$ cat src/rtl/pipelined_adder_if.sv
// Operand/result handshake bundle for pipelined_adder.
// master = producer of operands and consumer of results.
interface pipelined_adder_if #(
    parameter int WIDTH = 32
);
    logic             in_valid;
    logic             in_ready;
    logic [WIDTH-1:0] x;
    logic [WIDTH-1:0] y;
    logic             sub;
    logic             cin;
    logic             out_valid;
    logic             out_ready;
    logic [WIDTH-1:0] sum;
    logic             cout;
    logic             ovf;
    logic             zero;

    modport master (
        output in_valid, x, y, sub, cin, out_ready,
        input  in_ready, out_valid, sum, cout, ovf, zero
    );

    modport slave (
        input  in_valid, x, y, sub, cin, out_ready,
        output in_ready, out_valid, sum, cout, ovf, zero
    );
endinterface

$ cat src/rtl/pipelined_adder.sv
// Pipelined ripple-carry adder/subtractor, one carry slice per stage.
// Operands skew in, result slices deskew out; elastic valid/ready flow.
module pipelined_adder #(
    parameter int WIDTH  = 32,
    parameter int STAGES = 4
) (
    input  logic              clk,
    input  logic              rst_n,
    pipelined_adder_if.slave  bus
);
    localparam int SW = WIDTH / STAGES;
    localparam int L  = STAGES - 1;

    typedef logic [WIDTH-1:0] word_t;

    word_t [STAGES-1:0] a_q, b_q, s_q;
    word_t [STAGES-1:0] a_d, b_d, s_d;
    logic  [STAGES-1:0] v_q, c_q, v_d, c_d;
    logic  [STAGES-1:0] rdy;
    logic               ovf_q, zero_q, ovf_d, zero_d;

    word_t [STAGES:0]   a_in, b_in, s_in;
    logic  [STAGES:0]   c_in, v_in;
    word_t              beff;
    logic               c0;
    logic               acc;
    logic               cm;
    logic  [SW:0]       slc;
    logic               unused_tail;

    assign beff = bus.sub ? ~bus.y : bus.y;
    assign c0   = bus.sub | bus.cin;

    // Element k is what stage k loads from; element 0 is the input port.
    assign a_in = {a_q, bus.x};
    assign b_in = {b_q, beff};
    assign s_in = {s_q, word_t'('0)};
    assign c_in = {c_q, c0};
    assign v_in = {v_q, bus.in_valid};

    assign unused_tail = ^{a_in[STAGES], b_in[STAGES], s_in[STAGES],
                           c_in[STAGES], v_in[STAGES]};

    // A stage can load if it or any stage after it is empty, or out drains.
    always_comb begin
        rdy = '0;
        acc = bus.out_ready;
        for (int k = STAGES - 1; k >= 0; k--) begin
            acc    = acc | ~v_q[k];
            rdy[k] = acc;
        end
    end

    always_comb begin
        a_d    = '0;
        b_d    = '0;
        s_d    = '0;
        c_d    = '0;
        v_d    = '0;
        slc    = '0;
        for (int k = 0; k < STAGES; k++) begin
            slc = {1'b0, a_in[k][k*SW +: SW]}
                + {1'b0, b_in[k][k*SW +: SW]}
                + {{SW{1'b0}}, c_in[k]};
            a_d[k] = a_in[k];
            b_d[k] = b_in[k];
            s_d[k] = s_in[k];
            s_d[k][k*SW +: SW] = slc[SW-1:0];
            c_d[k] = slc[SW];
            v_d[k] = v_in[k];
        end
        // Sum bit = a ^ b ^ carry-in, so the MSB carry-in falls out here.
        cm     = s_d[L][WIDTH-1] ^ a_in[L][WIDTH-1] ^ b_in[L][WIDTH-1];
        ovf_d  = cm ^ c_d[L];
        zero_d = (s_d[L] == '0);
    end

    always_ff @(posedge clk or negedge rst_n) begin
        if (!rst_n) begin
            v_q    <= '0;
            c_q    <= '0;
            a_q    <= '0;
            b_q    <= '0;
            s_q    <= '0;
            ovf_q  <= 1'b0;
            zero_q <= 1'b0;
        end else begin
            for (int k = 0; k < STAGES; k++) begin
                if (rdy[k]) begin
                    v_q[k] <= v_d[k];
                    c_q[k] <= c_d[k];
                    a_q[k] <= a_d[k];
                    b_q[k] <= b_d[k];
                    s_q[k] <= s_d[k];
                end
            end
            if (rdy[L]) begin
                ovf_q  <= ovf_d;
                zero_q <= zero_d;
            end
        end
    end

    assign bus.in_ready  = rdy[0];
    assign bus.out_valid = v_q[L];
    assign bus.sum       = s_q[L];
    assign bus.cout      = c_q[L];
    assign bus.ovf       = ovf_q;
    assign bus.zero      = zero_q;
endmodule

$ cat src/flat_wrapper.sv
// flat-port wrapper written by rule: the top's interface ports become plain ports
module pipelined_adder_flat 
#(
    parameter int WIDTH  = 32,
    parameter int STAGES = 4
)
  (clk, rst_n, bus_in_valid, bus_x, bus_y, bus_sub, bus_cin, bus_out_ready, bus_in_ready, bus_out_valid, bus_sum, bus_cout, bus_ovf, bus_zero);
  pipelined_adder_if #(.WIDTH(WIDTH)) bus_i ();
  input  logic clk;
  input  logic rst_n;
  input wire logic [$bits(bus_i.in_valid)-1:0] bus_in_valid;
  input wire logic [$bits(bus_i.x)-1:0] bus_x;
  input wire logic [$bits(bus_i.y)-1:0] bus_y;
  input wire logic [$bits(bus_i.sub)-1:0] bus_sub;
  input wire logic [$bits(bus_i.cin)-1:0] bus_cin;
  input wire logic [$bits(bus_i.out_ready)-1:0] bus_out_ready;
  output wire logic [$bits(bus_i.in_ready)-1:0] bus_in_ready;
  output wire logic [$bits(bus_i.out_valid)-1:0] bus_out_valid;
  output wire logic [$bits(bus_i.sum)-1:0] bus_sum;
  output wire logic [$bits(bus_i.cout)-1:0] bus_cout;
  output wire logic [$bits(bus_i.ovf)-1:0] bus_ovf;
  output wire logic [$bits(bus_i.zero)-1:0] bus_zero;
  assign bus_i.in_valid = bus_in_valid;
  assign bus_i.x = bus_x;
  assign bus_i.y = bus_y;
  assign bus_i.sub = bus_sub;
  assign bus_i.cin = bus_cin;
  assign bus_i.out_ready = bus_out_ready;
  assign bus_in_ready = bus_i.in_ready;
  assign bus_out_valid = bus_i.out_valid;
  assign bus_sum = bus_i.sum;
  assign bus_cout = bus_i.cout;
  assign bus_ovf = bus_i.ovf;
  assign bus_zero = bus_i.zero;
  pipelined_adder #(.WIDTH(WIDTH), .STAGES(STAGES)) u_core (.clk(clk), .rst_n(rst_n), .bus(bus_i));
endmodule
$ cat config.mk
export PLATFORM = sky130hd
export DESIGN_NAME = pipelined_adder_flat
export DESIGN_NICKNAME = d
export VERILOG_FILES = /design/src/rtl/pipelined_adder_if.sv /design/src/rtl/pipelined_adder.sv /design/src/flat_wrapper.sv
export SDC_FILE = /design/constraint.sdc
export NUM_CORES = 1
export LEC_CHECK = 0
export ABC_AREA = 1
export CAP_MARGIN = 20
export CORE_UTILIZATION = 60
export CTS_BUF_LIST = sky130_fd_sc_hd__clkbuf_4 sky130_fd_sc_hd__clkbuf_8 sky130_fd_sc_hd__clkbuf_16
export CTS_CLUSTER_DIAMETER = 100
export CTS_CLUSTER_SIZE = 30
export DETAILED_ROUTE_END_ITERATION = 7
export MAX_ROUTING_LAYER = met4
export PLACE_DENSITY = 0.85
export SYNTH_ARGS = -nofsm -noshare
export SYNTH_HDL_FRONTEND = slang
export SYNTH_SLANG_ARGS = --single-unit
$ cat constraint.sdc
create_clock -name clk -period 4.34 [get_ports clk]
set_clock_uncertainty 0.1 [all_clocks]
set_input_delay 0.868 -clock clk [delete_from_list [all_inputs] [get_ports clk]]
set_output_delay 0.868 -clock clk [all_outputs]
set_load 0.03 [all_outputs]
==> summary.txt, run 1 <==
outcome - finished clean
RSZ-0062 raised after global routing - no
Max-Cap Viols - 0
Setup-failing EPs final - 0
multi-input gate area in the final layout - 3420 µm²
vias per cell - 5.33
Seq cells post-synth - 186
Core ar. - 13900 µm²
critical path required time - 3.37 ns
switching power total - 2.08 mW
total global-route track usage - 27.5%
CTS root buf - clkbuf_16
post-synth net total - 1083
cts hold-fix bufs - 0
post-synthesis async set-or-reset flop share - 100%
most frequent cells in the layout - nand2_1 (376), dfrtp_1 (186), clkdlybuf4s50_1 (104)
initial antenna violation count - 0
Clk Latency, worst-skew pair - 0.43 ns
min Tclk post-route - 3.68 ns
TritonCTS Buffers - 17
# rows - 43
arrival time worst endpoint - 2.72 ns
Cell variety after synth - 29
Post-synth EDFFs - 0
Antenna diodes - 0
commonest non-fill, non-tap cell in the layout - nand2_1
port buffer count - 106
WL final - 17900 µm
max-slew violation total from the final report - 0
final worst path period share - 84.9%
DR vias - 6741
Comb power frac - 32.6%
final hold violations - 0
PnR Total Power - 5.94 mW
yosys warns - 0
clock buffer depth - 2
clk slew on worst S/H paths - 0.06 ns
final core occ - 74.3%
die height - 122 µm
final HPWL from detailed placement - 11900 µm
FF-to-FF setup slack - 2.07 ns
routed wl met3 - 947 µm
Mapped Area - 8580 µm²
IO Pins - 107
first-pass GRT wire length - 30400 µm
Filler cells - 970
via count of the first global-routing pass - 6318
met2 WL - 8100 µm
Seq/Total Area, Yosys - 54.3%
fraction of power consumed by sequential logic - 42.0%
setup TNS - 0 ns
Leak - 5.09 nW
Hold Path Class - in -> async
register area - 4650 µm²
Die X - 122 µm
Cells after Synth - 977
sw frac - 35.0%
htree depth - 4
gp weighted congestion - 0.896
Syn Area/Cell - 8.78 µm²
largest net degree at the start of global routing - 112
Initial Utilization - 61.6%
Initial DRC Count - 507
largest vdd supply drop - 333 µV
Post-CTS Setup Inserts - 0
CP Capture Type - output pin
f_max - 0.271 GHz
Crit Path Class - in -> out
worst slack, placed - 0.671 ns
Slew headroom - 60.4%
final setup margin - 0.656 ns
final antenna-violating net count - 0
Max FO, Critical Path - 16
cts repair resizes - 0
routed len/inst - 14.2 µm
M1 WL - 8460 µm
DR DRC count - 0
top sig layer - met4
clock sink count - 186
CTS tree - yes
fraction of layout cells with a size suffix above 1 - 5.07%
area delta synth->final - 20.6%
CP Launch Type - input pin
DIE AREA - 14800 µm²
Internal - 3.86 mW
clock share of power - 25.4%
PD cells - 574 nW/µm²
Top FF cell, synth - dfrtp_1
GRT Residual Overflow - 0
Detailed Routing Iterations Pass 1 - 8
worst slew pin tran - 0.594 ns
fin nets - 1178
[state kept, by name (all words and copies together), names as in the netlist]
signal and cells:
u_core.v_q 4, u_core.c_q 4, u_core.a_d 48, u_core.b_d 48, u_core.s_d 48, u_core.bus.sum 32
u_core.bus.ovf 1, u_core.bus.zero 1
[power by group through the flow]
stage               registers, mW  logic (mW)  clock network, mW
CTS                          2.49        1.93               1.53
detailed placement           2.52        1.89                  0
global placement             2.49        1.83                  0
finish                       2.50        1.94               1.51
floorplan                    2.70        1.01                  0
global route                 2.55        2.16               1.61
[worst max-delay path: stages]
cell             delay, ns
clkdlybuf4s50_1       0.52
nor2_4                0.06
inv_2                 0.25
nor2_8                0.05
inv_4                 0.06
nor2_4                0.03
inv_2                 0.08
nor2_4                0.04
inv_2                 0.08
clkdlybuf4s50_1       0.67
[final cells by class]
| type | count | area share [%] |
|---|---|---|
| Sequential cell | 186 | 45.0 |
| Multi-Input combinational cell | 671 | 33.0 |
| Timing Repair Buffer | 117 | 11.3 |
| Clock buffer | 23 | 4.67 |
| Inverter | 79 | 2.89 |
| Tap cell | 180 | 2.18 |
| Clock inverter | 8 | 0.919 |
[final timing paths]
check | from | end | cells after the start
hold reg to reg | u_core.a_d[94]$_DFFE_PN0P_ | u_core.a_d[126]$_DFFE_PN0P_ | 2
min in group clk | u_core.a_d[94]$_DFFE_PN0P_ | u_core.a_d[126]$_DFFE_PN0P_ | 2
setup / recovery | bus_out_ready | bus_in_ready | 10
setup reg to reg | u_core.c_q[2]$_DFFE_PN0P_ | u_core.bus.zero$_DFFE_PN0P_ | 9
hold / removal | rst_n | u_core.bus.sum[29]$_DFFE_PN0P_ | 1
max in group asynchronous | rst_n | u_core.b_d[49]$_DFFE_PN0P_ | 3
[kinds of logic after synthesis]
family          Yosys count  synth area share [%]
compound gates          147                  8.75
xor+xnor                 42                  4.29
flops                   186                  54.3
simple gates            446                  20.8
fa+ha+maj                36                  5.95
buf+inv                 120                  5.95
[stage by stage]
step	hold WS [ns]	cells	area, µm²
final	0.127	1264	10300
after floorplan	0.342	977	8580
after global placement	0.352	1232	9740
after CTS	0.369	1263	10300
after global routing	0.114	1264	10300
after detailed placement	0.352	1232	9740
[Yosys cell counts (3+ instances only)]
| cell type | instances | area share (%) |
|---|---|---|
| fa_1 | 8 | 1.9 |
| buf_6 | 5 | 0.66 |
| clkbuf_1 | 17 | 0.74 |
| o21ai_1 | 22 | 1.3 |
| inv_1 | 75 | 3.3 |
| buf_2 | 15 | 0.88 |
| ha_1 | 28 | 4.1 |
| xor2_1 | 13 | 1.3 |
| a21oi_1 | 24 | 1.4 |
| nor2_1 | 21 | 0.92 |
| o21ai_0 | 92 | 5.4 |
| a31oi_1 | 3 | 0.22 |
| nand4_1 | 11 | 0.80 |
| nand2_1 | 376 | 16 |
| buf_1 | 3 | 0.13 |
| o211ai_1 | 3 | 0.26 |
| inv_2 | 3 | 0.13 |
| dfrtp_1 | 186 | 54 |
| xnor2_1 | 29 | 3.0 |
| o22ai_1 | 3 | 0.22 |
| or2_2 | 3 | 0.22 |
| nand3_1 | 27 | 1.6 |
[metal layers]
layer	GRT usage, %	vias up
met1	38.9	3184
met3	4.68	35
met2	39.7	230
met4	11.0	0
met5	-	-
li1	-	3292
No activity file was read; power rests on OpenSTA's default activity.
==> run 2: changes to the inputs <==
Settings changed: CORE_UTILIZATION 60 to 56, PLACE_DENSITY 0.85 to 0.8.
Clock period 4.34 ns to 3.85 ns, I/O delays scaled along.
==> run 2 against run 1 <==
Global-route usage fell by 3.5 points. Utilization shrank 3.9 points. Final area increased by 0.33%. Largest cell class unchanged. Highest routed layer unchanged.
==> summary.txt, run 2 (synthesis gave the netlist of run 1 again) <==
DR vias - 6471
Clk Latency, worst-skew pair - 0.43 ns
IO Pins - 107
most frequent cells in the layout - nand2_1 (376), dfrtp_1 (186), clkdlybuf4s50_1 (104)
TritonCTS Buffers - 17
Initial Utilization - 58.1%
f_max - 0.298 GHz
RSZ-0062 raised after global routing - no
Initial DRC Count - 489
CP Launch Type - input pin
fraction of layout cells with a size suffix above 1 - 5.16%
clk slew on worst S/H paths - 0.06 ns
CP Capture Type - output pin
Leak - 5.10 nW
PD cells - 652 nW/µm²
via count of the first global-routing pass - 6067
final HPWL from detailed placement - 11800 µm
Detailed Routing Iterations Pass 1 - 5
Post-CTS Setup Inserts - 0
final worst path period share - 87.2%
Max-Cap Viols - 0
routed len/inst - 13.4 µm
Crit Reg-Reg Endpoint - u_core.bus.zero$_DFFE_PN0P_
# rows - 44
clock buffer depth - 2
Antenna diodes - 0
DIE AREA - 15800 µm²
max-slew violation total from the final report - 0
Setup-failing EPs final - 0
htree depth - 4
area delta synth->final - 21.0%
critical path required time - 2.98 ns
largest net degree at the start of global routing - 72
port buffer count - 106
CTS tree - yes
vias per cell - 5.10
initial antenna violation count - 0
first-pass GRT wire length - 29300 µm
gp weighted congestion - 0.905
final hold violations - 0
Filler cells - 1144
FF-to-FF Start - u_core.c_q[2]$_DFFE_PN0P_
cts hold-fix bufs - 0
Max FO, Critical Path - 2
clock sink count - 186
outcome - finished clean
commonest non-fill, non-tap cell in the layout - nand2_1
Core ar. - 14800 µm²
DR DRC count - 0
fin nets - 1179
Slew headroom - 60.0%
largest vdd supply drop - 358 µV
FF-to-FF setup slack - 1.61 ns
setup TNS - 0 ns
min Tclk post-route - 3.36 ns
Hold Path Class - in -> async
final core occ - 70.4%
Die X - 126 µm
GRT Residual Overflow - 0
worst slew pin tran - 0.601 ns
reg2reg path depth - 9
die height - 126 µm
arrival time worst endpoint - 2.49 ns
total global-route track usage - 24.0%
Crit Path Class - in -> out
CTS root buf - clkbuf_16
WL final - 17100 µm
cts repair resizes - 0
final antenna-violating net count - 0
-- run 2: cell types whose count changed in the layout (fill, tap and decap cells not counted) --
cell / previous run / this run
buf_16: 1 / 0
clkbuf_4: 4 / 1
clkbuf_8: 2 / 1
inv_6: 0 / 1
bufinv_16: 2 / 4
clkinv_4: 0 / 1
buf_4: 9 / 11
-- run 2: layout make-up --
class                      instances  area (µm²)  share of cell area, %
inverter                          79         299                   2.88
sequential                       186        4650                   44.8
multi-input combinational        671        3420                   32.9
tap                              184         230                   2.22
timing repair buffer             118        1160                   11.2
clock buffer                      19         447                   4.30
clock inverter                    12         173                   1.66
-- run 2: layer usage --
metal / global-route usage, % / vias up / wire length, µm
met1: 35.6 / 2999 / 8800
met5: - / - / 0
met2: 33.3 / 155 / 7300
met3: 4.38 / 23 / 663
li1: - / 3294 / -
met4: 8.08 / 0 / 291
-- run 2: metrics by stage --
step / total power [mW] / setup WS (ns) / area, µm² / cells / hold WS [ns]
final: 6.77 / 0.493 / 10400 / 1269 / 0.203
after global routing: 7.19 / 0.427 / 10400 / 1269 / 0.235
after CTS: 6.80 / 0.493 / 10400 / 1269 / 0.217
after detailed placement: 4.95 / 0.515 / 9760 / 1238 / 0.353
after global placement: 4.88 / 0.509 / 9760 / 1238 / 0.348
after floorplan: 4.18 / 0.811 / 8580 / 977 / 0.342
-- run 2: power by group --
| part | switching, mW | internal, mW | total [mW] |
|---|---|---|---|
| logic | 1.29 | 0.846 | 2.14 |
| registers | 0.315 | 2.49 | 2.81 |
| clock network | 0.721 | 1.10 | 1.83 |
| total | 2.33 | 4.44 | 6.77 |
-- run 2: how the worst max path moves through the flow --
stage          slack, ns           from                          to
6_report            0.49  bus_out_ready                bus_in_ready
3_3_place_gp        0.51  bus_out_ready                bus_in_ready
5_1_grt             0.43  bus_out_ready                bus_in_ready
3_5_place_dp        0.51  bus_out_ready                bus_in_ready
2_1_floorplan       0.81        bus_sub  u_core.s_d[38]$_DFFE_PN0P_
4_1_cts             0.49  bus_out_ready                bus_in_ready
-- run 2: worst max-delay path: stages --
cell	delay, ns
clkdlybuf4s50_1	0.45
nor2_4	0.13
inv_2	0.07
nor2_8	0.10
inv_4	0.04
nor2_4	0.11
inv_2	0.06
nor2_4	0.10
inv_2	0.06
clkdlybuf4s50_1	0.59
==> run 3: changes to the inputs <==
Settings changed: CORE_UTILIZATION 56 to 60, PLACE_DENSITY 0.8 to 0.85, TNS_END_PERCENT from default to 10.
Clock period 3.85 ns to 4.1 ns, I/O delays scaled along.
==> run 3 against run 2 <==
Die area shrank 6.6%. Utilization grew 4.3 points. Clock-buffer cell count grew 2. Via count grew 3.6%. Sequential share of layout area shrank 0.11 points. Flip-flop and latch count is the same. Setup slack gained 0.052 ns. Power shrank 4.0%. Register-to-register slack gained 0.25 ns. Critical path depth is the same. Global-route usage grew 3.3 points. Highest routed layer unchanged.
==> summary.txt, run 3 (synthesis gave the netlist of run 1 again) <==
gp weighted congestion - 0.899
CP Launch Type - input pin
Hold Path Class - in -> async
sw frac - 34.3%
die height - 122 µm
Initial DRC Count - 451
FF-to-FF setup slack - 1.86 ns
initial antenna violation count - 0
Comb power frac - 31.3%
area delta synth->final - 21.3%
cts repair resizes - 0
final hold violations - 0
register area - 4650 µm²
outcome - finished clean
setup TNS - 0 ns
Internal - 4.27 mW
CTS root buf - clkbuf_16
Clk Latency, worst-skew pair - 0.43 ns
CTS tree - yes
largest net degree at the start of global routing - 85
RSZ-0062 raised after global routing - no
min Tclk post-route - 3.55 ns
commonest non-fill, non-tap cell in the layout - nand2_1
total global-route track usage - 27.3%
WL final - 17900 µm
clk slew on worst S/H paths - 0.06 ns
arrival time worst endpoint - 2.63 ns
Filler cells - 968
Post-CTS Setup Inserts - 0
DR vias - 6706
Die X - 122 µm
DR DRC count - 0
Max FO, Critical Path - 16
htree depth - 4
final setup margin - 0.545 ns
CP Capture Type - output pin
Crit Path Class - in -> out
largest vdd supply drop - 304 µV
TritonCTS Buffers - 17
Core ar. - 13900 µm²
PD cells - 624 nW/µm²
# rows - 43
Crit Reg-Reg Endpoint - u_core.bus.zero$_DFFE_PN0P_
reg2reg path depth - 9
fin nets - 1177
f_max - 0.281 GHz
first-pass GRT wire length - 30400 µm
most frequent cells in the layout - nand2_1 (376), dfrtp_1 (186), clkdlybuf4s50_1 (104)
fraction of layout cells with a size suffix above 1 - 5.07%
Antenna diodes - 0
fraction of power consumed by sequential logic - 40.7%
Setup-failing EPs final - 0
clock sink count - 186
cts hold-fix bufs - 0
Initial Utilization - 61.6%
vias per cell - 5.31
Slew headroom - 49.3%
via count of the first global-routing pass - 6441
DIE AREA - 14800 µm²
Max-Cap Viols - 0
final antenna-violating net count - 0
final HPWL from detailed placement - 11800 µm
final worst path period share - 86.7%
IO Pins - 107
FF-to-FF Start - u_core.c_q[2]$_DFFE_PN0P_
Detailed Routing Iterations Pass 1 - 5
GRT Residual Overflow - 0
critical path required time - 3.18 ns
worst slack, placed - 0.553 ns
fin area - 10400 µm²
clock share of power - 28.0%
routed len/inst - 14.1 µm
port buffer count - 106
Leak - 5.11 nW
multi-input gate area in the final layout - 3420 µm²
Placed Area - 9740 µm²
clock buffer depth - 2
switching power total - 2.23 mW
worst slew pin tran - 0.761 ns
max-slew violation total from the final report - 0
## run 3: cell type report
class,count,area share [%]
clock buffer,21,4.56
clock inverter,11,1.84
inverter,79,2.87
multi-input combinational,671,32.8
sequential,186,44.7
tap,180,2.16
timing repair buffer,116,11.0
## run 3: metal layers
metal	vias up	wire length (µm)	GRT usage, %	share of wire [%]
met2	190	8230	40.7	46
met5	-	0	-	0
li1	3288	-	-	-
met3	26	796	5.48	4.5
met1	3202	8570	38.1	48
met4	0	256	7.87	1.4
## run 3: how the worst max path moves through the flow
stage | startpoint | endpoint | slack [ns] | cells past startpoint
4_1_cts | bus_out_ready | bus_in_ready | 0.54 | 10
6_report | bus_out_ready | bus_in_ready | 0.55 | 10
2_1_floorplan | bus_sub | u_core.s_d[38]$_DFFE_PN0P_ | 1.01 | 13
3_3_place_gp | bus_out_ready | bus_in_ready | 0.54 | 10
5_1_grt | bus_out_ready | bus_in_ready | 0.47 | 10
3_5_place_dp | bus_out_ready | bus_in_ready | 0.55 | 10
## run 3: critical path, cell delays in order
cell             delay, ns
clkdlybuf4s50_1       0.50
nor2_4                0.05
inv_2                 0.25
nor2_8                0.05
inv_4                 0.07
nor2_4                0.04
inv_2                 0.07
nor2_4                0.04
inv_2                 0.07
clkdlybuf4s50_1       0.66
## run 3: stage by stage
step	std cells	power [mW]	utilization [%]	hold slack (ns)
after floorplan	977	3.93	-	0.342
after global placement	1232	4.57	69.9	0.350
after detailed placement	1232	4.66	69.9	0.358
after CTS	1264	6.52	74.7	0.363
after global routing	1264	6.88	74.7	0.388
final	1264	6.50	74.7	0.317
## run 3: power groups by stage
stage / Sequential [mW] / Clock, mW / Combinational (mW)
after global routing: 2.70 / 1.91 / 2.28
after CTS: 2.64 / 1.84 / 2.04
after detailed placement: 2.66 / 0 / 2.00
after global placement: 2.63 / 0 / 1.94
final: 2.64 / 1.82 / 2.03
after floorplan: 2.86 / 0 / 1.07
